## src/rtl/camera_frame_scaler.sv

```systemverilog
// camera_frame_scaler
// Crops a centred FACTOR*OUT_DIM square window out of a raw camera stream and
// box-averages each FACTOR x FACTOR block into one output pixel, producing an
// OUT_DIM x OUT_DIM frame as a VSYNC/HSYNC-strobed stream.
//
// Ports:
//   clk        system clock
//   rst        synchronous active-high reset
//   cam_pixel  source pixel
//   cam_valid  cam_pixel valid this cycle (0 = stall)
//   cam_hsync  one-cycle pulse before the first pixel of each source line
//   cam_vsync  one-cycle pulse before the first line of each source frame
//   out        averaged output pixel, valid while HSYNC=1
//   HSYNC      one-cycle strobe per output pixel
//   VSYNC      one-cycle output frame-start pulse
//   frame_err  one-cycle pulse with VSYNC: previous frame emitted a wrong pixel count
module camera_frame_scaler #(
    parameter int unsigned dataWidth = 12,
    parameter int unsigned SRC_W     = 640,
    parameter int unsigned SRC_H     = 480,
    parameter int unsigned OUT_DIM   = 64,
    parameter int unsigned FACTOR    = 4,
    parameter int unsigned X_OFF     = 192,
    parameter int unsigned Y_OFF     = 112
) (
    input  logic                 clk,
    input  logic                 rst,
    input  logic [dataWidth-1:0] cam_pixel,
    input  logic                 cam_valid,
    input  logic                 cam_hsync,
    input  logic                 cam_vsync,
    output logic [dataWidth-1:0] out,
    output logic                 HSYNC,
    output logic                 VSYNC,
    output logic                 frame_err
);

    localparam int unsigned LOGF = $clog2(FACTOR);
    localparam int unsigned SH   = 2 * LOGF;
    localparam int unsigned AW   = dataWidth + SH;
    localparam int unsigned CROP = OUT_DIM * FACTOR;
    localparam int unsigned XW   = $clog2(SRC_W + 1);
    localparam int unsigned YW   = $clog2(SRC_H + 1);
    localparam int unsigned IW   = (OUT_DIM > 1) ? $clog2(OUT_DIM) : 1;

    localparam logic [XW-1:0] X_LO  = XW'(X_OFF);
    localparam logic [XW-1:0] X_HI  = XW'(X_OFF + CROP);
    localparam logic [XW-1:0] X_END = XW'(SRC_W);
    localparam logic [YW-1:0] Y_LO  = YW'(Y_OFF);
    localparam logic [YW-1:0] Y_HI  = YW'(Y_OFF + CROP);
    localparam logic [YW-1:0] Y_END = YW'(SRC_H);
    localparam logic [12:0]   FULL  = 13'(OUT_DIM * OUT_DIM);

    logic                armed;
    logic                first_line;
    logic [XW-1:0]       src_x;
    logic [YW-1:0]       src_y;
    logic [12:0]         count;
    logic [AW-1:0]       acc [OUT_DIM];

    logic                in_crop;
    logic [LOGF-1:0]     sub_x;
    logic [LOGF-1:0]     sub_y;
    logic [IW-1:0]       idx;
    logic [AW-1:0]       sum;
    logic                block_done;

    // src_y saturates at SRC_H, so the y window test also rejects lines past the frame.
    assign in_crop    = (src_x >= X_LO) && (src_x < X_HI) && (src_y >= Y_LO) && (src_y < Y_HI);
    assign sub_x      = src_x[LOGF-1:0] - X_LO[LOGF-1:0];
    assign sub_y      = src_y[LOGF-1:0] - Y_LO[LOGF-1:0];
    assign idx        = IW'((src_x - X_LO) >> LOGF);
    assign sum        = acc[idx] + AW'(cam_pixel);
    assign block_done = (&sub_x) && (&sub_y);

    always_ff @(posedge clk) begin
        if (rst) begin
            armed      <= 1'b0;
            first_line <= 1'b0;
            src_x      <= '0;
            src_y      <= '0;
            count      <= '0;
            out        <= '0;
            HSYNC      <= 1'b0;
            VSYNC      <= 1'b0;
            frame_err  <= 1'b0;
            for (int unsigned i = 0; i < OUT_DIM; i++) acc[i] <= '0;
        end else begin
            HSYNC     <= 1'b0;
            VSYNC     <= 1'b0;
            frame_err <= 1'b0;
            if (cam_vsync) begin
                // armed is still 0 on the arming vsync, so no error is raised for it.
                armed      <= 1'b1;
                VSYNC      <= 1'b1;
                frame_err  <= armed && (count != FULL);
                src_x      <= '0;
                src_y      <= '0;
                first_line <= 1'b1;
                count      <= '0;
                for (int unsigned i = 0; i < OUT_DIM; i++) acc[i] <= '0;
            end else if (armed) begin
                if (cam_hsync) begin
                    src_x <= '0;
                    if (first_line)
                        first_line <= 1'b0;
                    else if (src_y < Y_END)
                        src_y <= src_y + 1'b1;
                end else if (cam_valid && (src_x < X_END)) begin
                    src_x <= src_x + 1'b1;
                    if (in_crop) begin
                        if (block_done) begin
                            out        <= dataWidth'(sum >> SH);
                            HSYNC      <= 1'b1;
                            acc[idx]   <= '0;
                            count      <= count + 1'b1;
                        end else begin
                            acc[idx]   <= sum;
                        end
                    end
                end
            end
        end
    end

endmodule

```

## config.mk

```make
export PLATFORM = sky130hd
export DESIGN_NAME = camera_frame_scaler
export DESIGN_NICKNAME = d
export VERILOG_FILES = /design/src/rtl/camera_frame_scaler.sv
export SDC_FILE = /design/constraint.sdc
export NUM_CORES = 2
export LEC_CHECK = 0
export CORE_MARGIN = 3
export CORE_UTILIZATION = 60
export DETAILED_ROUTE_END_ITERATION = 10
export MAX_ROUTING_LAYER = met4
export PLACE_DENSITY = 0.76
export SETUP_SLACK_MARGIN = 0.02
export SLEW_MARGIN = 0
export SYNTH_ARGS = -nofsm -noshare
export SYNTH_HDL_FRONTEND = slang
export SYNTH_SLANG_ARGS = --single-unit
```

## constraint.sdc

```tcl
create_clock -name clk -period 16.13 [get_ports clk]
set_clock_uncertainty 0.2 [all_clocks]
set_input_delay 1.613 -clock clk [delete_from_list [all_inputs] [get_ports clk]]
set_output_delay 1.613 -clock clk [all_outputs]
set_load 0.01 [all_outputs]
```

# Yosys cells after proc, flatten, opt, wreduce, memory -nomap -nowiden
# Memories as Yosys holds them, arrays and structs flattened.
# Cells that the tools add are included.
# word_totals
regBits	49
mem_bits_rw	1024
mem_count	1
word_cells	203
# mem_list
name	words	width	rd	rd_clocked_by_memory_dff	write_ports	line	rtl
acc	64	16	1	0	64	59	logic [AW-1:0] acc [OUT_DIM];
# op_classes
n_eq_ne	1
bitwise	68
magnitude_cmp	6
muxes	94
add_sub_neg	5
n_reduce_logical	19
# ops
cell	count
$mux 16	66
$or 1x1->1	65
$mux 1	25
$mux 10	2
$lt 9x9->1 const B	2
$add 16x12->16	1
$reduce_or 16->1	1
$add 13x1->13 const B	1
$ne 13x13->1 const B	1
$add 10x1->10 const B	1
$ge 10x8->1 const B	1
$lt 10x10->1 const B	1
$lt 10x9->1 const B	1
$add 9x1->9 const B	1
$ge 9x7->1 const B	1
$reduce_and 2->1	4
$sub 8x8->8 const B	1
$logic_and 1x1->1	6
$mux 6	1
$reduce_and 6->1	1
$reduce_bool 2->1	3
$reduce_and 5->1	1
$reduce_and 4->1	1
$reduce_or 2->1	2
$not 1->1	3

# Logic depth before layout (Yosys ltp)
# logic_depth
depth_word	14
mapped_depth	26
mapped_depth_nobuf	18

# Worst setup path after synthesis
# OpenSTA, ideal clock, no wires.
# synth_path
kind	reg2reg
startpoint	register src_x[4]
endpoint	memory acc[21][12] (netlist name), data pin
required_time_ps	15664
path_stages_with_launch	25
synth_period_minus_slack_ps	5169
path_buffers	9
slack_ps	10961
t_arrival_ps	4703
setup_time_ps	266
path_cell_list	dfxtp_1 buf_6 buf_8 buf_6 buf_6 buf_4 buf_4 buf_2 buf_2 mux4_2 nor2_1 o21ai_0 a311oi_1 a21oi_1 ha_1 fa_1 a211oi_1 o21bai_1 a21bo_2 a31oi_1 o21ai_0 xor2_1 nand2_1 clkbuf_1 nor2_1
# synth_lines
item	line	rtl
from (decl)	56	logic [XW-1:0] src_x;
from (signal assigned)	110	src_x <= src_x + 1'b1;
to (decl)	59	

==> impl_metrics.tcl <==
set metrics [dict create \
    viasPerCell 6.941 \
    final_cell_mix "nor2_1 (1045), edfxtp_1 (1024), nand2_1 (228), a22oi_1 (186), a21oi_1 (117)" \
    r2r_start "src_x[3]$_SDFFE_PP0P_" \
    tns_ns 0 \
    relSlewSlack_pct 2.908 \
    hold_class "flip-flop to flip-flop" \
    syn_inst 3903 \
    maxCapViolCount 0 \
    fin_crit_ns 8.261 \
    leakagePower_nw 16.95 \
    hold_violations 0 \
    ir_drop_v 0.00008114 \
    reg2regPathDepth 20 \
    p_per_area_nw_per_um2 113.4 \
    worst_pin_slew_ns 1.453 \
    ys_ff_latch 1073 \
    ys_seq_area_share_pct 66.70 \
    arrival_ns 8.44 \
    slew_violations 0 \
    holdWs_ns 0.2553 \
    critPathCapture "acc[62][15]$_SDFFCE_PN0P_" \
    routabilityCongestion 0.9900 \
    area_delta_synth_final_pct 8.227 \
    fin_crit_sh_pct 51.22 \
    cts_htree_levels 3 \
    io_buffers 31 \
    drc 0 \
    grt_overflow 0 \
    synth_cell_type_count 93 \
    hpwlAfterDp_um 87180 \
    fillers 5623 \
    final_common_cell "nor2_1" \
    postSynth.asyncResetShare_pct 0 \
    clock_sinks 1073 \
    end_kind "flip-flop" \
    fmax_ghz 0.1211 \
    finalSetupViolations 0 \
    dp.cells 4674 \
    antenna_found_initial 2 \
    cts_max_path_buffers 3 \
    r2r_slack_ns 7.87 \
    grt_max_degree 78 \
    cts_tree "done" \
    ctsHoldBuffers 0 \
    crit_type "flip-flop to flip-flop" \
    vias 33800 \
    finalNonFillerCells 4869 \
    drt_first_pass_iters 6 \
    cp-start-kind "flip-flop" \
    synth_nets 3944 \
    antenna_left 0 \
    path_max_fanout 64 \
    yosys_warnings 0 \
    grt.total_usage_pct 36.57 \
    power_mw 5.838 \
    numCtsBuffers 106 \
    grt_pass1_wl_um 214300 \
    num_rows 102 \
    routed_wl_um 147200 \
    syn_area_sq_um 47570 \
    final_layout_size_suffix_gt1_share_pct 10.85 \
    status "complete, no violations" \
    postCtsSetupRepairBufs 0 \
    synth_edf_count 1024 \
    cts-root-buf "clkbuf_16" \
    io_pins 32 \
    required_ns 16.31 \
    crit_start "src_x[3]$_SDFFE_PP0P_" \
    rr_endpoint "acc[62][15]$_SDFFCE_PN0P_" \
    final_nets 3783 \
    synthFlopType "edfxtp_1" \
    die_h_um 287.6 \
    wl_per_cell_um 30.23 \
    die_w_um 287.6 \
    dieArea_sq_um 82700 \
    avgSynthCellArea_sq_um 12.19 \
    path_clk_slew_ns 0.06 \
    cts-resized-gates 0 \
    grt_setup_unrepaired "false" \
    initial_utilization_pct 61.00 \
    core_area_sq_um 77980 \
    dr.first_iter.drc_count 5386 \
    clk-insertion-delay-late_ns 0.68 \
    grt_pass1_vias 32520 \
]
-- per-stage QoR --
step / setup WS, ns / utilization (%) / instance area (sq um)
2_1_floorplan: 10.96 / - / 47570
3_3_place_gp: 8.378 / 61.77 / 48170
3_5_place_dp: 8.310 / 61.77 / 48170
4_1_cts: 8.287 / 66.01 / 51470
5_1_grt: 7.809 / 66.02 / 51480
6_report: 7.869 / 66.02 / 51480
-- final cells by class --
cell class	count	area [sq um]	area share, %
clock buffer	141	2890	5.614
multi-input combinational	2438	14170	27.52
inverter	20	75.07	0.1458
clock inverter	50	416.7	0.8093
tap	1040	1301	2.528
timing repair buffer	103	875.8	1.701
sequential	1073	31750	61.66
antenna	4	10.01	0.01944
-- metal layers --
layer	vias to the layer above	GRT usage (%)	routed length, um	part of all wire, %
li1	13980	-	-	-
met1	16300	46.93	49750	34
met2	2934	53.37	65130	44
met3	583	9.921	22580	15
met4	0	19.81	9715	6.6
met5	-	-	0	0
-- cell usage after synthesis, types with 15 or more instances --
master,n,area [sq um]
xor2_1,16,140.1
o211ai_1,18,135.1
a221oi_1,77,674.4
a22o_1,27,236.5
o21ai_0,85,425.4
buf_6,26,292.8
nor3_1,15,75.07
inv_1,18,67.56
clkbuf_1,243,912.1
buf_1,40,150.1
nand2_1,239,897.1
nand4_1,39,244.0
nand3_1,96,480.5
a211oi_1,24,180.2
a21oi_1,117,585.6
buf_4,19,142.6
a31oi_1,21,131.4
mux2i_1,69,690.7
nor3_2,61,610.6
mux2_2,60,675.7
buf_2,42,210.2
a22oi_1,186,1396
ha_1,23,287.8
edfxtp_1,1024,30750
nor2_1,1047,3930
dfxtp_1,49,980.9
mux4_2,25,563.0
-- worst max-delay path, cell delays in order (launching register included) --
cell and delay (ns):
dfxtp_4 0.71, buf_4 0.59, buf_4 0.62, and3b_4 0.60, buf_4 0.55, buf_4 0.60, a22oi_1 0.17, nand4_1 0.13
o21ai_0 0.07, nand2_1 0.10, o21ai_0 0.36, a21oi_1 0.28, ha_1 0.31, a21o_1 0.20, a211o_1 0.28, nor3_1 0.20
o21bai_1 0.14, o311a_2 0.43, a31oi_4 0.17, buf_4 0.86, nor3_2 0.10
-- kinds of logic after synthesis --
family                   Yosys count  synth area share [%]
AND/OR/NAND/NOR                 1572                 14.26
flip-flops                      1073                 66.70
buffers and inverters            392                 3.811
XOR/XNOR                          29                0.5734
AO/OA/AOI/OAI                    656                 9.848
multiplexers                     157                 4.158
adder cells (fa/ha/maj)           24                0.6471
-- power breakdown --
group | switching [mW] | total, mW | internal, mW
combinational | 0.168 | 0.217 | 0.0490
clock | 1.04 | 2.41 | 1.36
sequential | 0.0394 | 3.21 | 3.18
total | 1.25 | 5.84 | 4.59
-- state kept, by name (all words and copies together), names as in the netlist --
register and cells:
count 13, armed 1, out 12, acc 1024, frame_err 1, src_x 10
first_line 1, src_y 9, HSYNC 1, VSYNC 1
-- worst min path at each step --
stage | from | endpoint | slack, ns | depth (start not counted)
6_report | out[3]$_SDFFE_PP0P_ | out[3]$_SDFFE_PP0P_ | 0.26 | 2
5_1_grt | out[3]$_SDFFE_PP0P_ | out[3]$_SDFFE_PP0P_ | 0.27 | 2
4_1_cts | out[3]$_SDFFE_PP0P_ | out[3]$_SDFFE_PP0P_ | 0.26 | 2
3_5_place_dp | out[3]$_SDFFE_PP0P_ | out[3]$_SDFFE_PP0P_ | 0.25 | 2
3_3_place_gp | out[2]$_SDFFE_PP0P_ | out[2]$_SDFFE_PP0P_ | 0.24 | 2
2_1_floorplan | armed$_SDFFE_PP0P_ | frame_err$_SDFF_PN0_ | 0.25 | 2
No activity file was read; power rests on OpenSTA's default activity.
